==> src/rtl/matrix_mult_pkg.sv <==
// -----------------------------------------------------------------------------
// matrix_mult_pkg
//   Shared definitions for the matrix-multiply accelerator driver: the
//   controller state encoding, the host RAM bank selects and a small sizing
//   helper.
// -----------------------------------------------------------------------------
package matrix_mult_pkg;

  typedef enum logic [3:0] {
    IDLE,
    LOAD_X,
    LOAD_Y,
    KICK,
    WAIT_BUSY,
    RUN,
    RD_ADDR,
    RD_DATA,
    FINISH
  } state_e;

  // Host RAM bank selects.
  localparam logic [1:0] SEL_X = 2'b00;
  localparam logic [1:0] SEL_Y = 2'b01;
  localparam logic [1:0] SEL_Z = 2'b10;

  function automatic int max3(input int a, input int b, input int c);
    int m;
    m = (a > b) ? a : b;
    return (m > c) ? m : c;
  endfunction

endpackage

==> src/rtl/matrix_mult_driver.sv <==
// -----------------------------------------------------------------------------
// matrix_mult_driver
//   Streams operand matrices X then Y (row-major) into the accelerator host
//   RAM, kicks the accelerator, waits for it to finish and streams the Z
//   result back out (row-major) with a valid/ready handshake.
//
// Ports
//   clk, rst                       clock, asynchronous active-low reset
//   in_valid/in_ready/in_data      operand stream, X then Y
//   out_valid/out_ready/out_data   Z result stream, out_last on final beat
//   ram_addr/ram_wen/ram_sel       accelerator host RAM port; reads have one
//   ram_data_in/ram_data_out         cycle of latency
//   start/busy                     accelerator control
//   done                           one-cycle pulse after the last Z beat
//   error                          sticky timeout flag
//
// Build option
//   MATRIX_MULT_DRIVER_TIMEOUT_EN  when defined, WAIT_BUSY gives up after 16
//                                  cycles and RUN after 4096, setting error
//                                  and returning to IDLE. Otherwise both
//                                  states wait forever and error is 0.
// -----------------------------------------------------------------------------
module matrix_mult_driver
  import matrix_mult_pkg::*;
#(
  parameter int ADDR_WIDTH    = 32,
  parameter int DATA_WIDTH    = 32,
  parameter int X_ROWS        = 5,
  parameter int Y_COLS        = 5,
  parameter int X_COLS_Y_ROWS = 5
) (
  input  logic                  clk,
  input  logic                  rst,
  input  logic                  in_valid,
  output logic                  in_ready,
  input  logic [DATA_WIDTH-1:0] in_data,
  output logic                  out_valid,
  input  logic                  out_ready,
  output logic [DATA_WIDTH-1:0] out_data,
  output logic                  out_last,
  output logic [ADDR_WIDTH-1:0] ram_addr,
  output logic                  ram_wen,
  output logic [1:0]            ram_sel,
  output logic [DATA_WIDTH-1:0] ram_data_in,
  input  logic [DATA_WIDTH-1:0] ram_data_out,
  output logic                  start,
  input  logic                  busy,
  output logic                  done,
  output logic                  error
);

  localparam int X_N   = X_ROWS * X_COLS_Y_ROWS;
  localparam int Y_N   = X_COLS_Y_ROWS * Y_COLS;
  localparam int Z_N   = X_ROWS * Y_COLS;
  localparam int MAX_N = max3(X_N, Y_N, Z_N);
  localparam int CNT_W = (MAX_N > 1) ? $clog2(MAX_N) : 1;

  localparam logic [CNT_W-1:0] X_LAST = CNT_W'(X_N - 1);
  localparam logic [CNT_W-1:0] Y_LAST = CNT_W'(Y_N - 1);
  localparam logic [CNT_W-1:0] Z_LAST = CNT_W'(Z_N - 1);

  state_e                  state_q, state_d;
  logic [CNT_W-1:0]        cnt_q, cnt_d;
  logic                    out_valid_q, out_valid_d;
  logic                    out_last_q, out_last_d;
  logic [DATA_WIDTH-1:0]   out_data_q, out_data_d;

`ifdef MATRIX_MULT_DRIVER_TIMEOUT_EN
  localparam int WAIT_LIMIT = 16;
  localparam int RUN_LIMIT  = 4096;
  localparam int TMR_W      = $clog2(RUN_LIMIT);
  localparam logic [TMR_W-1:0] WAIT_TMR_LAST = TMR_W'(WAIT_LIMIT - 1);
  localparam logic [TMR_W-1:0] RUN_TMR_LAST  = TMR_W'(RUN_LIMIT - 1);

  logic [TMR_W-1:0] tmr_q, tmr_d;
  logic             error_q, error_d;
`endif

  // NOTE: state registers use non-blocking assignments so every flop samples
  // the pre-edge value of every other flop, independent of process order.
  always_ff @(posedge clk or negedge rst) begin
    if (!rst) begin
      state_q     <= IDLE;
      cnt_q       <= '0;
      out_valid_q <= 1'b0;
      out_last_q  <= 1'b0;
      out_data_q  <= '0;
    end else begin
      state_q     <= state_d;
      cnt_q       <= cnt_d;
      out_valid_q <= out_valid_d;
      out_last_q  <= out_last_d;
      out_data_q  <= out_data_d;
    end
  end

`ifdef MATRIX_MULT_DRIVER_TIMEOUT_EN
  always_ff @(posedge clk or negedge rst) begin
    if (!rst) begin
      tmr_q   <= '0;
      error_q <= 1'b0;
    end else begin
      tmr_q   <= tmr_d;
      error_q <= error_d;
    end
  end
  assign error = error_q;
`else
  assign error = 1'b0;
`endif

  assign out_valid = out_valid_q;
  assign out_last  = out_last_q;
  assign out_data  = out_data_q;
  // The counter doubles as the RAM address in every phase.
  assign ram_addr  = ADDR_WIDTH'(cnt_q);

  always_comb begin
    // NOTE: every output of this block gets a default first so no path can
    // leave one unassigned and infer a latch.
    state_d     = state_q;
    cnt_d       = cnt_q;
    out_valid_d = out_valid_q;
    out_last_d  = out_last_q;
    out_data_d  = out_data_q;
    in_ready    = 1'b0;
    ram_wen     = 1'b0;
    ram_sel     = SEL_Z;
    ram_data_in = '0;
    start       = 1'b0;
    done        = 1'b0;
`ifdef MATRIX_MULT_DRIVER_TIMEOUT_EN
    tmr_d       = tmr_q;
    error_d     = error_q;
`endif

    unique case (state_q)
      IDLE: begin
        if (in_valid) begin
          state_d = LOAD_X;
          cnt_d   = '0;
`ifdef MATRIX_MULT_DRIVER_TIMEOUT_EN
          error_d = 1'b0;
`endif
        end
      end

      LOAD_X: begin
        ram_sel  = SEL_X;
        in_ready = 1'b1;
        if (in_valid) begin
          ram_wen     = 1'b1;
          ram_data_in = in_data;
          if (cnt_q == X_LAST) begin
            cnt_d   = '0;
            state_d = LOAD_Y;
          end else begin
            cnt_d = cnt_q + 1'b1;
          end
        end
      end

      LOAD_Y: begin
        ram_sel  = SEL_Y;
        in_ready = 1'b1;
        if (in_valid) begin
          ram_wen     = 1'b1;
          ram_data_in = in_data;
          if (cnt_q == Y_LAST) begin
            cnt_d   = '0;
            state_d = KICK;
          end else begin
            cnt_d = cnt_q + 1'b1;
          end
        end
      end

      KICK: begin
        start   = 1'b1;
        state_d = WAIT_BUSY;
`ifdef MATRIX_MULT_DRIVER_TIMEOUT_EN
        tmr_d   = '0;
`endif
      end

      WAIT_BUSY: begin
        if (busy) begin
          state_d = RUN;
`ifdef MATRIX_MULT_DRIVER_TIMEOUT_EN
          tmr_d   = '0;
        end else if (tmr_q == WAIT_TMR_LAST) begin
          error_d = 1'b1;
          state_d = IDLE;
        end else begin
          tmr_d = tmr_q + 1'b1;
`endif
        end
      end

      RUN: begin
        if (!busy) begin
          state_d = RD_ADDR;
          cnt_d   = '0;
`ifdef MATRIX_MULT_DRIVER_TIMEOUT_EN
        end else if (tmr_q == RUN_TMR_LAST) begin
          error_d = 1'b1;
          state_d = IDLE;
        end else begin
          tmr_d = tmr_q + 1'b1;
`endif
        end
      end

      // Address is presented here; the RAM returns it one cycle later.
      RD_ADDR: state_d = RD_DATA;

      // First cycle captures the read data; afterwards the beat is held
      // until the consumer takes it.
      RD_DATA: begin
        if (!out_valid_q) begin
          out_valid_d = 1'b1;
          out_data_d  = ram_data_out;
          out_last_d  = (cnt_q == Z_LAST);
        end else if (out_ready) begin
          out_valid_d = 1'b0;
          out_last_d  = 1'b0;
          if (out_last_q) begin
            state_d = FINISH;
          end else begin
            cnt_d   = cnt_q + 1'b1;
            state_d = RD_ADDR;
          end
        end
      end

      FINISH: begin
        done    = 1'b1;
        state_d = IDLE;
      end

      default: state_d = IDLE;
    endcase
  end

endmodule
==> config.mk <==
export PLATFORM = sky130hd
export DESIGN_NAME = matrix_mult_driver
export DESIGN_NICKNAME = d
export VERILOG_FILES = /design/src/rtl/matrix_mult_pkg.sv /design/src/rtl/matrix_mult_driver.sv
export SDC_FILE = /design/constraint.sdc
export NUM_CORES = 1
export LEC_CHECK = 0
export CORE_UTILIZATION = 38
export DETAILED_ROUTE_END_ITERATION = 7
export PLACE_DENSITY_LB_ADDON = 0.12
export SLEW_MARGIN = 20
export SYNTH_ARGS = -nofsm -noshare
export SYNTH_HDL_FRONTEND = slang
export SYNTH_SLANG_ARGS = --single-unit
==> constraint.sdc <==
create_clock -name clk -period 4.2 [get_ports clk]
set_input_delay 0.84 -clock clk [delete_from_list [all_inputs] [get_ports clk]]
set_output_delay 0.84 -clock clk [all_outputs]
set_load 0.05 [all_outputs]
# Word-level counts from Yosys, hierarchy flattened
# Index checks and enable logic that the tools add are counted.
[classes]
add_sub_neg = 1
multipliers = 0
div = 0
n_lt_le_gt_ge = 0
eq_ne = 21
shifts = 0
mux = 31
n_bitwise = 1
n_reduce_logical = 7
[ops]
columns = ["operator", "n"]
rows = [
  ["2-to-1 mux 32 bit", 2],
  ["2-to-1 mux 4 bit", 10],
  ["2-to-1 mux 5 bit", 7],
  ["case mux 4 bit (8 select lines)", 1],
  ["inequality test 2 bit, second input constant", 11],
  ["case mux 5 bit (4 select lines)", 1],
  ["== test 4 x 3 -> 1 bit, second input constant", 4],
  ["2-to-1 mux 1 bit", 9],
  ["AND reduction 9 bit", 1],
  ["== test 4 x 2 -> 1 bit, second input constant", 2],
  ["AND reduction 7 bit", 1],
  ["adder 5 x 1 -> 5 bit, second input constant", 1],
  ["== test 5 bit, second input constant", 1],
  ["== test 4 x 1 -> 1 bit, second input constant", 1],
  ["== test 4 bit, second input constant", 1],
  ["logical NOT 4 bit", 1],
  ["case mux 2 bit (2 select lines)", 1],
  ["AND reduction 2 bit", 2],
  ["nonzero test 4 bit", 1],
  ["inequality test 2 x 1 -> 1 bit, second input constant", 1],
  ["OR reduction 2 bit", 1],
  ["inverter 1 bit", 1],
]
[word_totals]
ff_bits = 43
latchBits = 0
ramBits = 0
romBits = 0
inputBits = 69
output_inout_bits = 105
mem_count = 0

# Longest topological paths before layout
# Gate-level depths: netlist of the first run.
[logic_depth]
ltp_word = 5
mapped_depth = 6
ltp_nobuf = 6

# Least setup slack after synthesis of the first run
# No wires, ideal clock.
[synth_timing]
path_type = "register -> output"
startpoint = "reg state_q[3]"
endpoint = "out ram_sel[0]"
t_arrival_ps = 2284
required_time_ps = 3360
path_slack_ps = 1076
path_stages_with_launch = 3
path_buffers = 1
cell_sequence = "dfrtp_1 clkbuf_1 nor4b_1"
[synth_between]
elab_chain_cells = 2
elab_cells_between_ends = 3
cone_classes = "eq/ne (2); mux (1)"
[synth_rtl]
columns = ["item", "line", "source"]
rows = [
  ["from (decl)", "matrix_mult_driver.sv:62", "state_e state_q, state_d;"],
  ["from (signal assigned)", "matrix_mult_driver.sv:89", "state_q <= state_d;"],
  ["== test 4 x 2 -> 1 bit or == test 4 x 1 -> 1 bit (tied branches)", "matrix_mult_driver.sv:137", "unique case (state_q)"],
  ["case mux 2 bit (2 select lines) (*)", "matrix_mult_driver.sv:137", ""],
  ["to (decl)", "matrix_mult_driver.sv:43", "output logic [1:0] ram_sel,"],
]
# Every way passes the cells marked *; elsewhere a longest branch is shown, timed or not.

# Worst setup path after layout of the first run
[layout_timing]
startpoint = "reg state_q[3]"
endpoint = "out ram_data_in[5]"
[layout_between]
elab_chain_cells = 3
elab_cells_between_ends = 4
cone_classes = "eq/ne (2); mux (1); reduce/logical (1)"
[layout_rtl]
columns = ["item", "line", "source"]
rows = [
  ["== test 4 x 2 -> 1 bit or == test 4 x 1 -> 1 bit (tied branches)", "matrix_mult_driver.sv:137", ""],
  ["OR reduction 2 bit (no line) (*)", "n/a", ""],
  ["2-to-1 mux 32 bit (*)", "n/a", ""],
  ["to (decl)", "matrix_mult_driver.sv:44", "output logic [DATA_WIDTH-1:0] ram_data_in,"],
]
# Marks and branches as above.

==> metrics.txt, run 1 <==
area grow syn2layout=61.0%; Syn. warnings=0; clock power share=0.098; Design Power=3.16 mW; first-pass GRT wire length=8780 µm; Hold Fails Final Rpt=0; routability cong.=0.762; Cells after DPL=430; final setup fails=0; Die ar.=6700 µm²; hold path cells=1; EDFF count, synth=0; R2R setup slack=1560 ps; via count=2080; Die Wd=81.8 µm; Sw Ratio=0.494; max_cap viols=0; Pre-Repair DR Iteration Count=4; pwr dens=810 nW/µm²; Worst Path Class, Setup=reg -> out; Num CTS Buffers=5; wl on met1=2100 µm; final setup TNS=0 ps; Hold Crit Endpoint=out_data[18]; FF-to-FF End=out_data[12]; Synth cell types=49; top_reg_cell synth=dfrtp_1; Tightest Pin Transition=737 ps; Seq/Total Area, Yosys=0.444; Starting Density=0.402; cell area after placement=3790 µm²; Clock Tree Buf Depth=2; core box area=6030 µm²; # hold bufs at CTS=0; Mapped Area=2420 µm²; Flop pwr share=0.247; Max Clock Skew=1.16 ps; worst r2r path cells=5; GRT Total Usage=0.173; average vias per placed instance=4.76; met3 wire length=627 µm; critical path startpoint category=flip-flop; clock latency on the worst-skew pair=290 ps; Finished Layout Cells=437; syn_area_per_cell=11.0 µm²; ys async rst share=1.00; largest net degree at the start of global routing=44; share of layout cells above drive strength 1=0.127; worst reg2reg startpoint=state_q[0]; P_sw=1.56 mW; worst slew margin relative to its limit=0.508; Clk pin slew, worst setup/hold paths=80 ps; PortBufs=145; Logic pwr share=0.655; grt ovf=0; TritonCTS clock tree=built; initial antenna violation count=0; RSZ-0062 raised after global routing=false; final wirelength=5890 µm; post-DP HPWL=4600 µm; period utilization=0.882; DRC=0; crit end category=output port; status=finished, final reports clean; H-tree levels=2; Die Ht=81.8 µm; Max Fanout on Critical Path=33; FF+latch area=1080 µm²; drt wl/cell=13.5 µm; FF+latch count, synth=43; WL met2=3110 µm; CTS root buf=clkbuf_8; worst hold start=out_data[18]; maximum VDD drop=0.000525 V; Layout Nets=433; arrival time of the worst setup path=2860 ps; Max Fclk=270 MHz; post-CTS sizing=0; DRT antenna net count=0; cell count after synthesis=220; Final min period=3700 ps; number of diodes=0; Top Metal Used=met4; row count=28; Cell Int Power=1.60 mW; hold_ws=496 ps; critical path required time=3360 ps; Multi-input gate area=1140 µm²; clock sink total=43; post-CTS setup buffers=0; design area=3900 µm²; Hold Path Class=reg -> reg; leakage=1.61 nW; Iteration-0 DRC Markers=60; fillcell total=513; number of global-route vias before repair=1944; max-slew violations=0; I/O pin cnt=174
## cells in the final DEF (no fill, tap or decap), drive strengths merged, types with 3 or more instances in the layout
master / count
or3: 4
nor2: 7
dfrtp: 43
and2: 32
clkbuf: 6
conb: 28
mux2: 33
nor3: 3
nand2: 10
inv: 8
nand3: 3
clkdlybuf4s50: 144
o31ai: 3
## cells in the mapped netlist, types with 2 or more instances
cell	n	share of area
and2_1	32	0.083
nand2_1	9	0.014
dfrtp_1	43	0.44
mux2_2	27	0.13
o31ai_1	3	0.0093
clkbuf_1	4	0.0062
o22ai_1	2	0.0052
nor3_1	3	0.0062
ha_1	2	0.010
mux2_1	6	0.028
buf_6	2	0.0093
nand3_1	3	0.0062
or3_1	3	0.0077
inv_1	8	0.012
buf_4	32	0.099
o221ai_1	2	0.0072
a21oi_1	2	0.0041
nor2_1	6	0.0093
## final cells by class
class,instances,share of cell area
clock buffers,6,0.0186
clock inverters,1,0.00770
inverters,8,0.00770
multi-input cells,158,0.292
flip-flops and latches,43,0.276
well taps,75,0.0241
repair buffers,146,0.374
## power by group through the flow
stage | logic [mW] | registers, mW | clock network [mW]
global placement | 2.07 | 0.774 | 0
global route | 2.18 | 0.810 | 0.337
floorplan | 0.848 | 1.39 | 0
CTS | 2.09 | 0.780 | 0.320
detailed placement | 2.08 | 0.786 | 0
finish | 2.07 | 0.779 | 0.309
## per-stage QoR
| stage | worst slack (ps) | utilization |
|---|---|---|
| final | 496 | 0.647 |
| after CTS | 474 | 0.647 |
| after global routing | 297 | 0.647 |
| after detailed placement | 536 | 0.630 |
| after global placement | 549 | 0.630 |
| after floorplan | 1080 | - |
## worst max path at each step
stage          startpoint             end  slack [ps]  cells after the start
4_1_cts        state_q[3]  ram_data_in[5]         470                      4
6_report       state_q[3]  ram_data_in[5]         500                      4
3_5_place_dp     in_valid  ram_data_in[5]         540                      4
5_1_grt        state_q[3]  ram_data_in[5]         300                      4
3_3_place_gp     in_valid  ram_data_in[5]         550                      4
2_1_floorplan  state_q[3]      ram_sel[0]        1080                      2
## routing by layer
metal,vias to the layer above,GRT usage
met3,5,0.0678
met5,-,0
met1,995,0.168
met4,0,0.0421
met2,94,0.335
li1,986,-
## critical path: stages (launching register included)
cell and delay, ps:
dfrtp_1 540, nor2_1 470, and3_2 540, and2_1 220, clkdlybuf4s50_1 810
## cells by family (layout without fill, tap and decap cells)
kind of cell             Yosys count  after routing  share of synthesized area
buffers and inverters             46            161                      0.127
adder cells (fa/ha/maj)            2              2                     0.0103
XOR/XNOR                           1              1                    0.00672
multiplexers                      34             34                      0.158
AND/OR/NAND/NOR                   68             68                      0.170
AO/OA/AOI/OAI                     25             25                     0.0826
flip-flops                        43             43                      0.444
other                              1             28                    0.00155
## registers in the layout (all words and copies together), names as in the netlist
register   cells
state_q        4
out_data      32
cnt_q          5
out_last       1
out_valid      1
(Power assumes the default switching activity.)
==> run 2, diff against run 1 <==
--- a/config.mk
+++ b/config.mk
@@ -7,6 +7,7 @@
 export LEC_CHECK = 0
 export CORE_UTILIZATION = 38
 export DETAILED_ROUTE_END_ITERATION = 7
+export HOLD_SLACK_MARGIN = 0.08
 export PLACE_DENSITY_LB_ADDON = 0.12
 export SLEW_MARGIN = 20
 export SYNTH_ARGS = -nofsm -noshare
==> results of run 2 <==
The final DEF is identical to that of run 1; final timing and power are the same.
